**src/rtl/core_io_bridge.sv**
```systemverilog
// core_io_bridge: packs UART RX bytes into core words on request and unpacks
// core output words into a TX byte queue. Both queues are register FIFOs
// with power-of-two depth; byte order on the wire is set by LITTLE_ENDIAN.
module core_io_bridge #(
    parameter int WORD_BYTES    = 4,
    parameter int RX_DEPTH      = 16,
    parameter int TX_DEPTH      = 16,
    parameter bit LITTLE_ENDIAN = 1'b1,
    localparam int DATA_W       = 8 * WORD_BYTES
) (
    input  logic              clk,
    input  logic              rstn,
    input  logic [7:0]        rx_data,
    input  logic              rx_valid,
    input  logic              input_req,
    output logic [DATA_W-1:0] input_data,
    output logic              input_valid,
    input  logic [DATA_W-1:0] output_data,
    input  logic              output_valid,
    output logic              io_stall,
    output logic [7:0]        tx_data,
    output logic              tx_valid,
    input  logic              tx_ready,
    output logic              rx_overflow
);
    localparam int RAW = $clog2(RX_DEPTH);
    localparam int TAW = $clog2(TX_DEPTH);
    localparam logic [RAW:0] RX_FULL = (RAW+1)'(RX_DEPTH);
    localparam logic [RAW:0] RX_WB   = (RAW+1)'(WORD_BYTES);
    localparam logic [TAW:0] TX_FULL = (TAW+1)'(TX_DEPTH);
    localparam logic [TAW:0] TX_WB   = (TAW+1)'(WORD_BYTES);

    typedef enum logic [1:0] {IDLE, WAIT, RESP} state_t;
    state_t state_q, state_d;

    logic [7:0]        rx_mem_q [RX_DEPTH];
    logic [RAW-1:0]    rx_wr_q, rx_rd_q;
    logic [RAW:0]      rx_cnt_q, rx_cnt_d;
    logic [7:0]        tx_mem_q [TX_DEPTH];
    logic [TAW-1:0]    tx_wr_q, tx_rd_q;
    logic [TAW:0]      tx_cnt_q, tx_cnt_d, tx_free;
    logic [DATA_W-1:0] input_data_q, word_d;
    logic              rx_overflow_q;
    logic              rx_push, rx_pop, tx_accept, tx_pop;

    // Queue handshakes; "full"/"free" are judged on pre-pop occupancy.
    always_comb begin
        rx_push   = rx_valid && (rx_cnt_q != RX_FULL);
        rx_pop    = (state_q == WAIT) && (rx_cnt_q >= RX_WB);
        tx_free   = TX_FULL - tx_cnt_q;
        tx_accept = output_valid && (tx_free >= TX_WB);
        tx_valid  = (tx_cnt_q != '0);
        tx_pop    = tx_valid && tx_ready;
        tx_data   = tx_mem_q[tx_rd_q];
        rx_cnt_d  = rx_cnt_q + {{RAW{1'b0}}, rx_push} - (rx_pop ? RX_WB : '0);
        tx_cnt_d  = tx_cnt_q + (tx_accept ? TX_WB : '0) - {{TAW{1'b0}}, tx_pop};
    end

    // Gather the oldest WORD_BYTES RX bytes into a word in wire order.
    always_comb begin
        word_d = '0;
        for (int i = 0; i < WORD_BYTES; i++) begin
            if (LITTLE_ENDIAN)
                word_d[8*i +: 8] = rx_mem_q[rx_rd_q + RAW'(i)];
            else
                word_d[8*(WORD_BYTES-1-i) +: 8] = rx_mem_q[rx_rd_q + RAW'(i)];
        end
    end

    // Read FSM next state and core-facing status.
    always_comb begin
        state_d = state_q;
        case (state_q)
            IDLE:    if (input_req) state_d = WAIT;
            WAIT:    if (rx_pop)    state_d = RESP;
            RESP:    state_d = IDLE;
            default: state_d = IDLE;
        endcase
        input_valid = (state_q == RESP);
        io_stall    = (state_q == WAIT) || ((state_q == IDLE) && input_req)
                   || (output_valid && !(tx_free >= TX_WB));
    end

    assign input_data  = input_data_q;
    assign rx_overflow = rx_overflow_q;

    // Control state: FSM, pointers, counts, response word, overflow flag.
    always_ff @(posedge clk or negedge rstn) begin
        if (!rstn) begin
            state_q       <= IDLE;
            rx_wr_q       <= '0;
            rx_rd_q       <= '0;
            rx_cnt_q      <= '0;
            tx_wr_q       <= '0;
            tx_rd_q       <= '0;
            tx_cnt_q      <= '0;
            input_data_q  <= '0;
            rx_overflow_q <= 1'b0;
        end else begin
            state_q  <= state_d;
            rx_cnt_q <= rx_cnt_d;
            tx_cnt_q <= tx_cnt_d;
            if (rx_push)   rx_wr_q <= rx_wr_q + RAW'(1);
            if (rx_pop)    rx_rd_q <= rx_rd_q + RAW'(WORD_BYTES);
            if (rx_pop)    input_data_q <= word_d;
            if (rx_valid && !rx_push) rx_overflow_q <= 1'b1;
            if (tx_accept) tx_wr_q <= tx_wr_q + TAW'(WORD_BYTES);
            if (tx_pop)    tx_rd_q <= tx_rd_q + TAW'(1);
        end
    end

    // FIFO storage; contents need no reset since the counts gate all reads.
    always_ff @(posedge clk) begin
        if (rx_push) rx_mem_q[rx_wr_q] <= rx_data;
        if (tx_accept) begin
            for (int i = 0; i < WORD_BYTES; i++) begin
                if (LITTLE_ENDIAN)
                    tx_mem_q[tx_wr_q + TAW'(i)] <= output_data[8*i +: 8];
                else
                    tx_mem_q[tx_wr_q + TAW'(i)] <= output_data[8*(WORD_BYTES-1-i) +: 8];
            end
        end
    end
endmodule

```
**config.mk**
```make
export PLATFORM = sky130hd
export DESIGN_NAME = core_io_bridge
export DESIGN_NICKNAME = d
export VERILOG_FILES = /design/src/rtl/core_io_bridge.sv
export SDC_FILE = /design/constraint.sdc
export NUM_CORES = 1
export LEC_CHECK = 0
export BUFFER_PORTS_ARGS = -buffer_cell sky130_fd_sc_hd__buf_2
export CAP_MARGIN = 0
export CORE_ASPECT_RATIO = 1.75
export CORE_MARGIN = 4
export CORE_UTILIZATION = 60
export DETAILED_ROUTE_END_ITERATION = 12
export PLACE_DENSITY = 0.79
export SYNTH_ARGS = -nofsm -noshare
export SYNTH_HDL_FRONTEND = slang
export SYNTH_SLANG_ARGS = --single-unit
```
**constraint.sdc**
```tcl
create_clock -name clk -period 3 [get_ports clk]
set_input_delay 0.6 -clock clk [delete_from_list [all_inputs] [get_ports clk]]
set_output_delay 0.6 -clock clk [all_outputs]
set_load 0.05 [all_outputs]
```
==> results of run 1 <==
[area by class of cell]
| type | instances | area, µm² | area share |
|---|---|---|---|
| clock buffer | 33 | 718 | 0.0517 |
| clock inverter | 15 | 163 | 0.0117 |
| inverter | 28 | 105 | 0.00756 |
| multi-input combinational | 217 | 2810 | 0.202 |
| sequential | 313 | 9120 | 0.656 |
| tap | 245 | 307 | 0.0220 |
| timing repair buffer | 116 | 686 | 0.0493 |
[where the power goes]
part	total, mW	leakage [nW]	switching (mW)	internal [mW]
logic	5.41	1.66	3.30	2.11
registers	6.18	3.00	0.469	5.71
clock network	3.39	0.424	1.43	1.96
[logic make-up after synthesis]
logic type / synth area share
AOI/OAI and AO/OA: 0.0179
xor gates and xnor gates: 0.0107
and+or+nand+nor: 0.0224
adders and majority gates: 0.0252
muxes: 0.153
DFF: 0.745
buffers and inverters: 0.0257
[worst max-delay path by stage]
stage                     start     endpoint  slack, ps  cells after the start
global placement    tx_cnt_q[1]  tx_cnt_q[4]        500                     11
detailed placement  tx_cnt_q[1]  tx_cnt_q[4]        370                     11
floorplan           tx_cnt_q[1]  tx_cnt_q[4]        490                     11
CTS                  tx_rd_q[1]   tx_data[6]        100                      5
global route         tx_rd_q[0]   tx_data[2]         40                      5
finish               tx_rd_q[0]   tx_data[1]        170                      5
[per-stage QoR]
stage	cells	hold slack, ps	power, mW
2_1_floorplan	584	304	10.4
5_1_grt	967	126	15.8
4_1_cts	967	117	15.2
3_5_place_dp	918	443	11.7
6_report	967	115	15.0
3_3_place_gp	918	437	11.5
[flip-flops by register name, summed over array words and instances (netlist names)]
| name | flops |
|---|---|
| rx_mem_q | 128 |
| tx_mem_q | 128 |
| input_data | 32 |
| rx_cnt_q | 5 |
| tx_cnt_q | 5 |
| rx_wr_q | 4 |
| tx_rd_q | 4 |
| rx_rd_q | 2 |
| state_q | 2 |
| tx_wr_q | 2 |
| rx_overflow | 1 |
[metal layers]
layer | global-route usage | vias up
met4 | 0.0512 | 0
li1 | - | 2564
met1 | 0.241 | 2942
met2 | 0.377 | 173
met3 | 0.0270 | 31
met5 | 0 | -
[repair_timing]
item	4_1_cts	5_1_grt
cloned	0	0
endpoints found under the hold margin	0	0
setup endpoints to repair	6	1
gates resized for setup	0	1
setup buffers	1	0
[placed cells by master, fill, tap and decap left out, types with 3 or more instances in the layout]
cell,Yosys,final
edfxtp_1,256,256
buf_2,5,89
dfrtp_1,57,54
mux4_2,51,51
mux2_2,33,33
inv_1,27,27
clkbuf_16,0,27
buf_4,4,24
ha_1,23,23
a22oi_1,16,16
nand2_1,13,13
mux4_1,13,13
xnor2_1,10,10
nor2_1,8,8
and3_1,8,8
clkinv_2,0,6
xor2_1,5,5
nor4_1,5,5
nor2b_1,4,4
nor3_1,4,4
clkbuf_1,6,4
clkinvlp_4,0,4
bufinv_16,0,3
buf_12,1,3
dfrtp_2,0,3
==> results.txt, run 1 <==
----------------------------------------------------
[Synth]
  Number of distinct library cells after synthesis ... 42
  Largest area contributor in the synthesized netlist ... edfxtp_1
  Yosys synthesis warning count ... 0
  Number of enable-type register cells in the synthesized netlist ... 256
  Top post-synthesis cells by area ... edfxtp_1, dfrtp_1, mux4_2
  Fraction of registers with async set or reset after synthesis ... 0.182
  Synthesized Nets ... 654
  Mean instance size in the synthesized netlist ... 20.9 µm²
  Cells after synthesis ... 584
  Cell area after technology mapping ... 12200 µm²
  Fraction of the yosys area taken by sequential cells ... 0.745
  Most frequently used cell type in the post-synthesis netlist ... edfxtp_1
  Area share of the largest cell type after synthesis ... 0.628
  Predominant post-synthesis flop cell ... edfxtp_1
  Most instantiated cells after synthesis ... edfxtp_1, dfrtp_1, mux4_2, mux2_2, inv_1
  Yosys reg bits ... 313

[STA]
  Post-layout min period ... 2830 ps
  Peak Freq ... 354 MHz
  Total count of hold-check failures in the final report ... 0
  Max transition margin ... 0.515
  Final max-slew violation count ... 0
  Setup slack after layout ... 172 ps
  Post-Route Skew ... 10.8 ps
  Unrepaired setup endpoints after global routing ... false
  Final cycle utilization of the critical path ... 0.943
  Number of setup violations in the final report ... 0
  Aggregate negative setup slack ... 0 ps
  Worst-Margin Slew ... 725 ps

[Final layout]
  Net count reported at finish ... 772
  Number of antenna diodes ... 0
  Post-layout utilization of the core ... 0.698
  Count of fill cells added during filler insertion ... 1235
  Post-layout instance area ... 13900 µm²
  Fraction of layout instances using a drive strength above 1 ... 0.346
  Layout area overhead ... 13.7%

[Worst setup path]
  Arrival time of the worst setup path ... 2230 ps
  Slowest stage delay, CP ... 600 ps
  Maximum fanout along the worst path ... 27
  Reg2Reg Depth ... 11
  Worst-case register-to-register setup slack ... 370 ps
  Cell type of the slowest stage on the worst timing path ... mux4_1
  Type of element launching the critical path ... flop
  R2R Path End ... tx_cnt_q[4]
  Cell type group with the largest total delay on the critical path ... multiplexers
  Launch instance of the worst register-to-register path ... tx_cnt_q[1]
  Required time reported for the critical path endpoint ... 2400 ps
  Number of buffer and inverter stages on the critical path ... 2
  Cells traversed along the worst timing path ... buf_12, mux4_1, a22oi_1, nand2_1, buf_2
  Type of the worst setup path ... reg2out
  Critical Path Sink Type ... primary output

[Placement]
  Placer Congestion ... 0.765
  Count of input and output buffers ... 89
  Placement Setup Slack ... 367 ps
  Final HPWL DP ... 14800 µm
  Post-Place Cell Area ... 13000 µm²

[GRT]
  Largest net degree at the start of global routing ... 36
  Global route total overflow ... 0
  Overall fraction of global-route tracks in use ... 0.201
  Vias in the first global route ... 6279
  Antenna violations before repair ... 0
  Global-route wire length before repair ... 34900 µm

[Drt]
  Met2 wirelength from detailed routing ... 12900 µm
  Count of vias placed by the detailed router ... 5710
  DR iter-0 viols ... 502
  Wire length on met1 ... 7720 µm
  Routed wire length ... 22200 µm
  Final routed DRC violation total ... 0
  Top metal layer carrying routed signals ... met4
  Detail Route met3 WL ... 1200 µm
  DRT antenna net count ... 0
  First-pass iteration count of the detailed router ... 5
  Post-detailed-route wirelength per cell ... 23.0 µm
  Via density per instance ... 5.90

[Clock tree]
  Clock buffers created by TritonCTS ... 26
  Maximum level of the CTS H-tree ... 1
  Clock sink total ... 313
  CTS tree ... done
  Clk slew on worst S/H paths ... 60 ps
  Post-CTS Hold Fix Bufs ... 0
  Clock tree root driver cell ... clkbuf_16
  Clock latency reported for the late side of the worst-skew pair ... 520 ps
  Maximum number of buffers from clock root to sink ... 3

[Floorplan]
  Core area ... 19900 µm²
  Die outline height ... 197 µm
  Site row count ... 68
  Die W ... 116 µm
  Overall die area ... 22800 µm²
  Starting density of the core ... 0.614
  Ports placed on the boundary ... 90

[Power and ir drop]
  Pwr per Cell Area ... 1080 nW/µm²
  Static leakage ... 5.08 nW
  Maximum VDD drop ... 1.19 mV

[Hold path]
  Classification of the worst-slack hold path ... in2async

[Job]
  Number of max-cap violations ... 0

[Run status]
  Outcome ... completed

----------------------------------------------------
Power figures use the tool's default switching activity.
==> inputs of run 2 (changes only) <==
Settings changed: PLACE_DENSITY 0.79 to 0.8.
==> run 2 against run 1 <==
Net effect: sequential cell count unchanged; non-clock buffer count increased by 2; combinational power about the same; final cell count increased by 0.31%; worst setup slack got worse by 24 ps; hold slack improved by 45 ps; utilization increased by 0.46 points; count of clock-buffer cells in the layout increased by 3; global-route usage decreased by 0.062 points.
==> results.txt, run 2 (same netlist as run 1, synthesis figures left out) <==
----------------------------------------------------
[Final layout]
  Net count reported at finish ... 775 (was 772)
  Most common library cell in the layout ignoring fill and taps ... edfxtp_1 (unchanged)
  Number of antenna diodes ... 0 (unchanged)
  Post-layout instance area ... 14000 µm² (was 13900 µm²)
  Most frequent cells in the layout ... edfxtp_1, buf_2, dfrtp_1 (unchanged)
  Layout area overhead ... 14.4% (was 13.7%)
  Count of fill cells added during filler insertion ... 1194 (was 1235)
  Fraction of layout instances using a drive strength above 1 ... 0.346 (about the same)

[Floorplan]
  Ports placed on the boundary ... 90 (unchanged)
  Core area ... 19900 µm² (unchanged)
  Die outline height ... 197 µm (unchanged)
  Site row count ... 68 (unchanged)
  Starting density of the core ... 0.614 (unchanged)
  Die W ... 116 µm (unchanged)
  Overall die area ... 22800 µm² (unchanged)

[STA]
  Final cycle utilization of the critical path ... 0.951 (was 0.943)
  Post-layout min period ... 2850 ps (was 2830 ps)
  Aggregate negative setup slack ... 0 ps (unchanged)
  Unrepaired setup endpoints after global routing ... false (unchanged)
  Total count of hold-check failures in the final report ... 0 (unchanged)
  Max transition margin ... 0.218 (was 0.515)
  Setup slack after layout ... 148 ps (was 172 ps)
  Number of setup violations in the final report ... 0 (unchanged)
  Peak Freq ... 351 MHz (was 354 MHz)
  Worst-Margin Slew ... 1160 ps (was 725 ps)
  Final max-slew violation count ... 0 (unchanged)
  Post-Route Skew ... 9.27 ps (was 10.8 ps)

[Job]
  Number of max-cap violations ... 0 (unchanged)

[Clock tree]
  Clk slew on worst S/H paths ... 70 ps (was 60 ps)
  Post-CTS Hold Fix Bufs ... 0 (unchanged)
  Clock tree root driver cell ... clkbuf_16 (unchanged)
  Clock latency reported for the late side of the worst-skew pair ... 520 ps (about the same)
  Clock sink total ... 313 (unchanged)
  Maximum level of the CTS H-tree ... 1 (unchanged)
  CTS tree ... done (unchanged)
  Maximum number of buffers from clock root to sink ... 3 (unchanged)
  Clock buffers created by TritonCTS ... 27 (was 26)

[GRT]
  Global-route wire length before repair ... 34500 µm (was 34900 µm)
  Overall fraction of global-route tracks in use ... 0.200 (was 0.201)
  Vias in the first global route ... 6318 (was 6279)
  Largest net degree at the start of global routing ... 36 (unchanged)
  Global route total overflow ... 0 (unchanged)
  Antenna violations before repair ... 0 (unchanged)

[Worst setup path]
  Cell type of the slowest stage on the worst timing path ... mux4_1 (unchanged)
  Slowest stage delay, CP ... 560 ps (was 600 ps)
  Critical Path Sink Type ... primary output (unchanged)
  Arrival time of the worst setup path ... 2250 ps (was 2230 ps)
  Type of the worst setup path ... reg2out (unchanged)
  Cell type group with the largest total delay on the critical path ... multiplexers (unchanged)
  Cells traversed along the worst timing path ... buf_12, mux4_1, a22oi_1, nand2_1, buf_2 (unchanged)
  Type of element launching the critical path ... flop (unchanged)
  Number of buffer and inverter stages on the critical path ... 2 (unchanged)
  Required time reported for the critical path endpoint ... 2400 ps (about the same)
  Maximum fanout along the worst path ... 20 (was 27)

[Power and ir drop]
  Gate power share ... 0.354 (was 0.361)
  Pwr per Cell Area ... 1090 nW/µm² (was 1080 nW/µm²)
  Static leakage ... 5.12 nW (was 5.08 nW)
  Switching power total ... 5.24 mW (was 5.20 mW)
  Sequential group share of total power ... 0.406 (was 0.412)
  Clock power frac ... 0.240 (was 0.226)
  Cell Int Power ... 10.0 mW (was 9.78 mW)
  Switching power as a share of total power ... 0.343 (was 0.347)
  Maximum VDD drop ... 1.05 mV (was 1.19 mV)

[Placement]
  Placement Setup Slack ... 334 ps (was 367 ps)
  Post-Place Cell Area ... 13000 µm² (about the same)
  Placer Congestion ... 0.829 (was 0.765)
  Final HPWL DP ... 15000 µm (was 14800 µm)
  Count of input and output buffers ... 89 (unchanged)

[Drt]
  Count of vias placed by the detailed router ... 5745 (was 5710)
  Post-detailed-route wirelength per cell ... 22.8 µm (was 23.0 µm)
  DRT antenna net count ... 0 (unchanged)
  Final routed DRC violation total ... 0 (unchanged)
  Via density per instance ... 5.92 (was 5.90)
  DR iter-0 viols ... 326 (was 502)
  First-pass iteration count of the detailed router ... 4 (was 5)
  Routed wire length ... 22100 µm (was 22200 µm)

[Hold path]
  Classification of the worst-slack hold path ... in2async (unchanged)

[Run status]
  Outcome ... completed (unchanged)

----------------------------------------------------
run 2: cell count changes in the layout (fill, tap and decap cells not counted), sizes merged:
cell	change
clkinv	-4
clkbuf	+3
inv	+1
bufinv	+2
clkinvlp	-1
buf	+2
run 2: stage by stage:
stage | util | power, mW | instances | hold slack (ps)
global route | 0.703 | 16.1 | 970 | 204
finish | 0.703 | 15.3 | 970 | 160
floorplan | - | 10.4 | 584 | 304
CTS | 0.702 | 15.4 | 970 | 177
detailed placement | 0.654 | 11.7 | 921 | 451
global placement | 0.654 | 11.5 | 921 | 436
run 2: layer usage:
metal  global-route usage  share of wire
met1                0.230           0.35
met2                0.378           0.57
met3               0.0258          0.047
met4               0.0675          0.028
met5                    0              0
run 2: path summary, 6_finish.rpt:
| check | start | to | slack [ps] | depth (start not counted) |
|---|---|---|---|---|
| min in group clk | output_data[22] | tx_mem_q[10][6] | 300 | 1 |
| hold reg to reg | rx_overflow | rx_overflow | 460 | 1 |
| max in group asynchronous | rstn | input_data[10] | 2120 | 2 |
| hold / removal | rstn | input_data[25] | 160 | 1 |
| setup / recovery | tx_rd_q[0] | tx_data[7] | 150 | 5 |
| setup reg to reg | tx_cnt_q[1] | tx_cnt_q[4] | 330 | 11 |
run 2: layout make-up:
| class | count | area (µm²) | share of cell area |
|---|---|---|---|
| Sequential cell | 313 | 9120 | 0.651 |
| Multi-Input combinational cell | 217 | 2810 | 0.201 |
| Clock buffer | 36 | 749 | 0.0535 |
| Timing Repair Buffer | 118 | 704 | 0.0503 |
| Tap cell | 245 | 307 | 0.0219 |
| Clock inverter | 13 | 206 | 0.0147 |
| Inverter | 28 | 105 | 0.00751 |
run 2: power by group through the flow:
stage / Clock (mW) / Combinational, mW / Sequential (mW)
after floorplan: 0 / 3.53 / 6.89
after global placement: 0 / 5.26 / 6.22
after detailed placement: 0 / 5.44 / 6.29
after CTS: 3.74 / 5.47 / 6.21
after global routing: 3.95 / 5.81 / 6.29
final: 3.66 / 5.40 / 6.20
run 2: what timing repair did:
item | CTS | global route
setup buffers | 0 | 0
gates resized for setup | 1 | 3
endpoints found under the setup margin | 1 | 3
==> inputs of run 3 (changes only) <==
Settings changed: CORE_UTILIZATION 60 to 62, CTS_BUF_LIST set to sky130_fd_sc_hd__clkbuf_8, GPL_TIMING_DRIVEN set to 1, PLACE_DENSITY 0.8 to 0.83.
==> run 3 against run 2 <==
Net effect: via count grew 2.6%; clock power decreased by 22%; sequential power increased by 0.8%; design area shrank 1.5%; count of clock-buffer cells in the layout increased by 10; non-clock buffer count rose by 1; final cell count rose by 2.5%; first-iteration DRC count up 24%; register-to-register slack better by 70 ps; critical endpoint is now tx_data[4].
==> results.txt, run 3 (same netlist as run 1, synthesis figures left out) <==
----------------------------------------------------
[Clock tree]
  Clock latency reported for the late side of the worst-skew pair ... 530 ps (was 520 ps)
  Clock sink total ... 313 (unchanged)
  Maximum number of buffers from clock root to sink ... 3 (unchanged)
  Clock buffers created by TritonCTS ... 42 (was 27)
  Clock tree root driver cell ... clkbuf_8 (was clkbuf_16)
  Clk slew on worst S/H paths ... 60 ps (was 70 ps)
  CTS tree ... done (unchanged)
  Maximum level of the CTS H-tree ... 2 (was 1)
  Post-CTS Hold Fix Bufs ... 0 (unchanged)

[STA]
  Final max-slew violation count ... 0 (unchanged)
  Max transition margin ... 0.615 (was 0.218)
  Post-layout min period ... 2870 ps (was 2850 ps)
  Worst-Margin Slew ... 576 ps (was 1160 ps)
  Total count of hold-check failures in the final report ... 0 (unchanged)
  Post-Route Skew ... 24.2 ps (was 9.27 ps)
  Worst hold slack ... 15.6 ps (was 160 ps)
  Setup slack after layout ... 125 ps (was 148 ps)
  Peak Freq ... 348 MHz (was 351 MHz)
  Unrepaired setup endpoints after global routing ... false (unchanged)
  Aggregate negative setup slack ... 0 ps (unchanged)
  Final cycle utilization of the critical path ... 0.958 (was 0.951)
  Number of setup violations in the final report ... 0 (unchanged)

[GRT]
  Antenna violations before repair ... 0 (unchanged)
  Global route total overflow ... 0 (unchanged)
  Vias in the first global route ... 6529 (was 6318)
  Global-route wire length before repair ... 35900 µm (was 34500 µm)
  Overall fraction of global-route tracks in use ... 0.213 (was 0.200)
  Largest net degree at the start of global routing ... 36 (unchanged)

[Final layout]
  Net count reported at finish ... 791 (was 775)
  Register area ... 9120 µm² (about the same)
  Count of fill cells added during filler insertion ... 1164 (was 1194)
  Layout area overhead ... 12.7% (was 14.4%)
  Most common library cell in the layout ignoring fill and taps ... edfxtp_1 (unchanged)
  Most frequent cells in the layout ... edfxtp_1, buf_2, dfrtp_1 (unchanged)
  Count of non-filler cells in the finished layout ... 994 (was 970)
  Footprint of the multi-input gates ... 2810 µm² (unchanged)
  Fraction of layout instances using a drive strength above 1 ... 0.345 (was 0.346)
  Post-layout instance area ... 13800 µm² (was 14000 µm²)
  Post-layout utilization of the core ... 0.715 (was 0.703)
  Number of antenna diodes ... 0 (unchanged)

[Worst setup path]
  Critical Path Sink Type ... primary output (unchanged)
  Path length in cells of the critical path ... 5 (unchanged)
  Maximum fanout along the worst path ... 27 (was 20)
  Cell type of the slowest stage on the worst timing path ... dfrtp_1 (was mux4_1)
  Reg2Reg Depth ... 11 (unchanged)
  Type of the worst setup path ... reg2out (unchanged)
  Launch instance of the worst register-to-register path ... tx_cnt_q[1] (unchanged)
  Worst-case register-to-register setup slack ... 400 ps (was 330 ps)
  R2R Path End ... tx_cnt_q[4] (unchanged)
  Cells traversed along the worst timing path ... buf_12, mux4_1, a22oi_1, nand2_1, buf_2 (unchanged)
  Critical path capture point ... tx_data[4] (was tx_data[7])
  Arrival time of the worst setup path ... 2270 ps (was 2250 ps)
  Type of element launching the critical path ... flop (unchanged)
  Cell type group with the largest total delay on the critical path ... flip-flops (was multiplexers)
  Number of buffer and inverter stages on the critical path ... 2 (unchanged)
  Required time reported for the critical path endpoint ... 2400 ps (about the same)
  Timing startpoint of the critical path ... tx_rd_q[1] (was tx_rd_q[0])
  Slowest stage delay, CP ... 640 ps (was 560 ps)

[Floorplan]
  Site row count ... 67 (was 68)
  Overall die area ... 22100 µm² (was 22800 µm²)
  Ports placed on the boundary ... 90 (unchanged)
  Die outline height ... 194 µm (was 197 µm)
  Starting density of the core ... 0.634 (was 0.614)
  Die W ... 114 µm (was 116 µm)
  Core area ... 19300 µm² (was 19900 µm²)

[Power and ir drop]
  Static leakage ... 5.12 nW (about the same)
  Maximum VDD drop ... 0.839 mV (was 1.05 mV)
  Pwr Total ... 14.5 mW (was 15.3 mW)
  Pwr per Cell Area ... 1050 nW/µm² (was 1090 nW/µm²)

[Drt]
  Routed wire length ... 22700 µm (was 22100 µm)
  First-pass iteration count of the detailed router ... 5 (was 4)
  Post-detailed-route wirelength per cell ... 22.8 µm (about the same)
  DR iter-0 viols ... 404 (was 326)
  Count of vias placed by the detailed router ... 5895 (was 5745)
  Via density per instance ... 5.93 (was 5.92)
  Final routed DRC violation total ... 0 (unchanged)
  DRT antenna net count ... 0 (unchanged)

[Placement]
  Count of input and output buffers ... 89 (unchanged)
  Placement Setup Slack ... 361 ps (was 334 ps)
  Post-Place Cell Area ... 13000 µm² (about the same)
  # placed instances ... 915 (was 921)
  Placer Congestion ... 0.848 (was 0.829)
  Final HPWL DP ... 15200 µm (was 15000 µm)

[Run status]
  Outcome ... completed (unchanged)

[Hold path]
  Classification of the worst-slack hold path ... in2async (unchanged)

[Job]
  Number of max-cap violations ... 0 (unchanged)

----------------------------------------------------
==> run 3: changes by cell type in the layout (fill, tap and decap cells not counted), moves of 3 or more <==
cell	delta
clkbuf_16	-27
clkinv_1	+5
buf_4	+3
clkbuf_8	+42
inv_1	+19
bufinv_16	-5
clkbuf_1	-5
==> run 3: worst min-delay path by stage <==
| stage | slack [ps] | start | to |
|---|---|---|---|
| after global routing | 20 | rstn | input_data[9] |
| after CTS | 30 | rstn | input_data[26] |
| after detailed placement | 440 | rx_overflow | rx_overflow |
| after floorplan | 300 | rstn | input_data[0] |
| final | 20 | rstn | input_data[9] |
| after global placement | 440 | rx_overflow | rx_overflow |
==> run 3: layout make-up <==
cell class                 instances  area share
inverter                          28     0.00762
sequential                       313       0.662
multi-input combinational        217       0.204
clock buffer                      46      0.0459
timing repair buffer             119      0.0505
clock inverter                    30     0.00880
tap                              241      0.0219
==> run 3: repair_timing <==
action                                  in CTS  in global routing
resized for setup                            1                  0
endpoints found under the setup margin       6                  0
setup buffers                                3                  0
==> run 3: worst reg2reg max path, cell delays in order, from the launching register on <==
cell and delay (ps):
dfrtp_1 450, nor4_2 330, ha_1 290, o21ai_0 100, and2_1 220, inv_1 60
ha_1 260, inv_1 60, ha_1 280, a21o_1 180, a21oi_1 160, xnor2_1 130
==> run 3: per-layer routing <==
| metal | GRT usage | part of all wire | up-vias |
|---|---|---|---|
| met1 | 0.245 | 0.34 | 3035 |
| met3 | 0.0365 | 0.053 | 35 |
| met2 | 0.403 | 0.58 | 216 |
| met5 | 0 | 0 | - |
| met4 | 0.0568 | 0.018 | 0 |
| li1 | - | - | 2609 |
==> run 3: where the power goes <==
group	total [mW]	switching, mW	internal, mW
combinational	5.36	3.25	2.11
clock	2.85	1.44	1.41
sequential	6.25	0.537	5.72
total	14.5	5.22	9.24
